<file path="src/rtl/qam_pkg.sv">
// Shared definitions for the QAM nibble packer: data widths and packer FSM states.
package qam_pkg;

  localparam int unsigned NIBBLE_W = 4;
  localparam int unsigned BYTE_W   = 8;

  typedef enum logic [2:0] {
    RD_HI  = 3'd0,
    CAP_HI = 3'd1,
    RD_LO  = 3'd2,
    CAP_LO = 3'd3,
    HOLD   = 3'd4,
    DONE   = 3'd5
  } state_e;

endpackage

</file>
<file path="src/rtl/qam_sat_counter.sv">
// Width-parameterised up-counter that sticks at all-ones; synchronous clear wins over increment.
module qam_sat_counter #(
  parameter int unsigned W = 16
) (
  input  logic         clk_i,
  input  logic         clr_i,
  input  logic         inc_i,
  output logic [W-1:0] count_o
);

  localparam logic [W-1:0] MAX = {W{1'b1}};

  logic [W-1:0] count_q;
  logic [W-1:0] count_d;

  always_comb begin
    count_d = count_q;
    if (inc_i && (count_q != MAX)) begin
      count_d = count_q + W'(1);
    end
  end

  always_ff @(posedge clk_i) begin
    if (clr_i) begin
      count_q <= '0;
    end else begin
      count_q <= count_d;
    end
  end

  assign count_o = count_q;

endmodule

</file>
<file path="src/rtl/qam_nibble_packer.sv">
// Pulls nibbles from the demapper two at a time and presents them as bytes with a
// valid/ready handshake; a trailing odd nibble is emitted zero-padded as a partial byte.
module qam_nibble_packer #(
  parameter int unsigned CNT_W = 16
) (
  input  logic             dclk,
  input  logic             reset,
  input  logic             available,
  input  logic             complete,
  input  logic [3:0]       nibble_in,
  output logic             read,
  output logic [7:0]       byte_out,
  output logic             byte_valid,
  input  logic             byte_ready,
  output logic             byte_partial,
  output logic [CNT_W-1:0] byte_count,
  output logic             done
);

  import qam_pkg::*;

  state_e              state_q;
  logic [BYTE_W-1:0]   byte_q;
  logic                valid_q;
  logic                partial_q;
  logic                done_q;
  logic                accept;

  // Strobe is decoded from state so the nibble lands in the following CAP_* cycle.
  assign read   = !reset && available && ((state_q == RD_HI) || (state_q == RD_LO));
  assign accept = (state_q == HOLD) && byte_ready;

  always_ff @(posedge dclk) begin
    if (reset) begin
      state_q   <= RD_HI;
      byte_q    <= '0;
      valid_q   <= 1'b0;
      partial_q <= 1'b0;
      done_q    <= 1'b0;
    end else begin
      case (state_q)
        RD_HI: begin
          if (available) begin
            state_q <= CAP_HI;
          end else if (complete) begin
            state_q <= DONE;
            done_q  <= 1'b1;
          end
        end
        CAP_HI: begin
          byte_q[BYTE_W-1:NIBBLE_W] <= nibble_in;
          state_q                   <= RD_LO;
        end
        RD_LO: begin
          if (available) begin
            state_q <= CAP_LO;
          end else if (complete) begin
            byte_q[NIBBLE_W-1:0] <= '0;
            partial_q            <= 1'b1;
            valid_q              <= 1'b1;
            state_q              <= HOLD;
          end
        end
        CAP_LO: begin
          byte_q[NIBBLE_W-1:0] <= nibble_in;
          partial_q            <= 1'b0;
          valid_q              <= 1'b1;
          state_q              <= HOLD;
        end
        HOLD: begin
          if (byte_ready) begin
            valid_q <= 1'b0;
            if (partial_q) begin
              state_q <= DONE;
              done_q  <= 1'b1;
            end else begin
              state_q <= RD_HI;
            end
          end
        end
        DONE: begin
          state_q <= DONE;
        end
        default: begin
          state_q <= RD_HI;
        end
      endcase
    end
  end

  qam_sat_counter #(
    .W(CNT_W)
  ) u_byte_cnt (
    .clk_i   (dclk),
    .clr_i   (reset),
    .inc_i   (accept),
    .count_o (byte_count)
  );

  assign byte_out     = byte_q;
  assign byte_valid   = valid_q;
  assign byte_partial = partial_q;
  assign done         = done_q;

endmodule

</file>
<file path="config.mk">
export PLATFORM = sky130hd
export DESIGN_NAME = qam_nibble_packer
export DESIGN_NICKNAME = d
export VERILOG_FILES = /design/src/rtl/qam_pkg.sv /design/src/rtl/qam_sat_counter.sv /design/src/rtl/qam_nibble_packer.sv
export SDC_FILE = /design/constraint.sdc
export NUM_CORES = 1
export LEC_CHECK = 0
export ABC_AREA = 0
export CAP_MARGIN = 20
export CORE_UTILIZATION = 52
export CTS_CLUSTER_DIAMETER = 120
export DETAILED_ROUTE_END_ITERATION = 6
export PLACE_DENSITY_LB_ADDON = 0.05
export SLEW_MARGIN = 5
export SYNTH_ARGS = -nofsm -noshare
export SYNTH_HDL_FRONTEND = slang
export SYNTH_SLANG_ARGS = --single-unit
</file>
<file path="constraint.sdc">
create_clock -name dclk -period 5.4 [get_ports dclk]
set_input_delay 1.08 -clock dclk [delete_from_list [all_inputs] [get_ports dclk]]
set_output_delay 1.08 -clock dclk [all_outputs]
set_load 0.05 [all_outputs]
</file>
; After elaboration in Yosys (flattened, before gate mapping)
; Index checks and enable logic that the tools add are counted.
[op_classes]
add_sub_neg = 1
eq_ne = 14
mux = 18
n_reduce_logical = 14
[ops]
columns = cell, n
row1 = 3-bit 2-to-1 mux, 6
row2 = 3-bit one-hot mux with 6 select lines, 1
row3 = 16-bit by 1-bit adder with 16-bit output (second input constant), 1
row4 = 16-bit != test (second input constant), 1
row5 = 2-bit != test (second input constant), 6
row6 = 4-bit 2-to-1 mux, 2
row7 = 4-bit one-hot mux with 2 select lines, 1
row8 = 3-bit by 2-bit equality test with 1-bit output (second input constant), 2
row9 = 3-bit equality test (second input constant), 2
row10 = 3-bit != test (second input constant), 2
row11 = 3-bit AND reduction, 2
row12 = 1-bit 2-to-1 mux, 5
row13 = 5-bit AND reduction, 1
row14 = 1-bit logical AND, 4
row15 = 1-bit one-hot mux with 2 select lines, 2
row16 = 4-bit AND reduction, 1
row17 = 2-bit nonzero test, 2
row18 = 3-bit by 1-bit equality test with 1-bit output (second input constant), 1
row19 = 3-bit zero test, 1
row20 = 1-bit one-hot mux with 3 select lines, 1
row21 = 3-bit nonzero test, 1
row22 = 1-bit zero test, 1
row23 = 1-bit logical OR, 1
[word_totals]
register_bits = 30
inputBits = 9
out_inout_bits = 28
elab_cells = 54

; Longest topological paths before layout
[depth]
ltp_word = 3
depth_mapped = 6
mapped_depth_nobuf = 5

; Modules after synthesis
; From an unflattened synthesis, not the netlist that was laid out.
[unflattened]
hier_cells = 165
area_unflattened_um2 = 1556.5
[modules_own_cells]
columns = mod, instances, cells_per_inst, area_each_um2, seq_area_each_um2
row1 = qam_sat_counter, 1, 99, 848.3, 320.3
row2 = qam_nibble_packer, 1, 66, 708.2, 280.3

; Worst setup path after synthesis
; No wires, ideal clock.
[synth_path]
path_type = input -> output
start = input reset
end = output read
t_arrival_ps = 2720
t_required_ps = 4320
setup_slack_ps = 1600
path_stages = 2
path_buffers = 1
path_cell_list = clkbuf_1 -> nor4_1
[synth_between]
elab_chain_len = 3
[synth_lines]
columns = element, line
row1 = from (decl), qam_nibble_packer.sv:7  ; input logic reset,
row2 = 1-bit zero test, qam_nibble_packer.sv:30  ; assign read = !reset && available && ((state_q == RD_HI) || (state_q == RD_LO));
row3 = 1-bit logical AND (2 in series), qam_nibble_packer.sv:30
row4 = to (decl), qam_nibble_packer.sv:11  ; output logic read,
; Every way passes these cells.

; Worst setup path after layout
; Same ends and word-level chain as after synthesis.

==> metrics.csv <==
metric,value,unit
final setup fails,0,
Final Util,0.737,
Site Rows,18,
CP required,4320,ps
register area share after synthesis,0.414,
pwr/cell area,332,nW/µm²
CP Capture Type,primary output,
total CTS buffers,5,
clock skew,7.40,ps
Finished Layout Cells,237,
Place WS,1550,ps
Synth Warn #,0,
Post-Synthesis Cells,172,
most frequent cells in the layout,"36 x clkdlybuf4s50_1, 30 x dfxtp_1, 18 x nor2_1",
starting density of the core,0.570,
RD Place Congestion,0.929,
Worst-path clk slew,100,ps
DR DRC count,0,
distinct cell type count after synthesis,40,
worst min-delay path category,flop to flop,
Final WS setup,1550,ps
global-route wire length before repair,5.31,mm
via-per-instance ratio,6.15,
Crit Path Max Fanout,34,
Setup Total Neg Slack,0,ps
"Setup Fix Bufs, Post-CTS",0,
total number of vias,1458,
port bufs,36,
WS Path Type,primary input to primary output,
Die Height,54.8,µm
dpl cells,229,
CTS Buffer Depth,2,
Layout Nets,216,
TritonCTS clock tree,built,
Initial DRC Count,53,
Post-Syn Area,1450,µm²
crit share post-route,0.713,
top_reg_cell synth,dfxtp_1,
Worst-Margin Slew,932,ps
Min-Delay Path Depth,2,
Yosys reg bits,30,
"commonest non-fill, non-tap cell in the layout",clkdlybuf4s50_1,
# clock sinks,30,
R2R Setup Slk,3040,ps
H-tree Lvls,2,
post_cts resized,0,
Synth Area per Inst,8.43,µm²
worst vdd ir,309,µV
Area Growth Syn to Fin,29.3,%
RSZ-0062 raised after global routing,false,
Max Slew Vio Count,0,
fin area,1880,µm²
final wirelength,3.38,mm
DP Area,1820,µm²
Final Hold Viols,0,
I/O Pins,37,
Worst Hold Path EP,byte_valid,
total of max-cap violations,0,
"Arr. time, crit path",2770,ps
Mapped Nets,182,
Post-synth EDFFs,0,
layout cell share with drive strength beyond 1,0.0773,
CORE AREA,2540,µm²
FF-to-FF End,u_byte_cnt.count_o[12],
vias in the first global route,1214,
largest net degree at the start of global routing,35,
Worst slew margin,0.373,
Worst Min Path Start,byte_valid,
hold buffers post-CTS,0,
asr flop ratio synth,0,
TritonRoute pass-1 iters,4,
HPWL Detailed,2.35,mm
clk_lat worst skew,330,ps
Total GRT Usage,0.256,
chip width,54.8,µm
clock root buffer,clkbuf_4,
reg2reg start,state_q[2],
Antenna Nets Post-Route,0,
Startpoint Class,primary input,
initial antenna violation count,0,
antenna cells,0,
Die ar.,3000,µm²
GRT overflow,0,
post-DR wirelength/cell,14.3,µm
Max Clock Freq,260,MHz
depth of the worst register-to-register path,4,
leakage,0.614,nW
status,"complete, no violations",
Period minus WS final,3850,ps
## worst max path at each step
stage | startpoint | endpoint | slack [ps] | cells after the start
6_report | reset | read | 1550 | 4
5_1_grt | reset | read | 1500 | 4
4_1_cts | reset | read | 1550 | 4
3_5_place_dp | reset | read | 1550 | 4
3_3_place_gp | reset | read | 1570 | 4
2_1_floorplan | reset | read | 1600 | 2
## cells in the mapped netlist (4+ instances only)
master | instances | area [µm²]
nor3_1 | 9 | 45.0
nor2b_1 | 9 | 56.3
mux2i_1 | 4 | 40.0
a22oi_1 | 4 | 30.0
or4_1 | 4 | 30.0
nand4_1 | 4 | 25.0
nand3_1 | 6 | 30.0
nand2_1 | 4 | 15.0
nor4_1 | 9 | 56.3
dfxtp_1 | 30 | 601
nor2_1 | 18 | 67.6
inv_1 | 5 | 18.8
clkbuf_1 | 7 | 26.3
a21oi_1 | 14 | 70.1
o21ai_0 | 7 | 35.0
## flip-flops by register name (all words and copies together), names as in the netlist
signal and cells:
u_byte_cnt.count_o 16, byte_out 8, state_q 3, byte_partial 1
byte_valid 1, done 1
## worst max-delay path: stages
cell             delay, ps
clkdlybuf4s50_1        390
buf_4                  240
nor4_1                 200
clkdlybuf4s50_1        840
## where the power goes
group	internal [mW]	leakage (nW)	switching, mW	total (mW)
logic	0.0784	0.335	0.119	0.198
clock network	0.0630	0.0353	0.0792	0.142
registers	0.246	0.243	0.0365	0.282
total	0.387	0.614	0.235	0.622
## per-stage QoR
step / hold slack, ps / total power [mW]
global route: 493 / 0.654
detailed placement: 457 / 0.483
floorplan: 557 / 0.427
finish: 462 / 0.622
global placement: 448 / 0.476
CTS: 468 / 0.624
## area by class of cell
type	instances	area, µm²
clock buffer	7	55.1
clock inverter	1	5.00
fill	205	669
inverter	5	18.8
multi-input combinational	127	791
sequential	30	601
tap	30	37.5
timing repair buffer	37	368
## per-layer routing
metal | vias up | part of all wire | track usage | wire [µm]
li1 | 711 | - | - | -
met1 | 667 | 0.43 | 0.285 | 1450
met2 | 74 | 0.48 | 0.416 | 1640
met3 | 6 | 0.072 | 0.0944 | 243
met4 | 0 | 0.016 | 0.141 | 53
met5 | - | 0 | 0 | 0
## cells by family after synthesis
kind of cell	after synthesis	share of synthesized area
and+or+nand+nor	79	0.315
AOI/OAI and AO/OA	40	0.171
DFF	30	0.414
buffers and inverters	15	0.0405
muxes	7	0.0509
adders and majority gates	1	0.00863
Power figures use the tool's default switching activity.
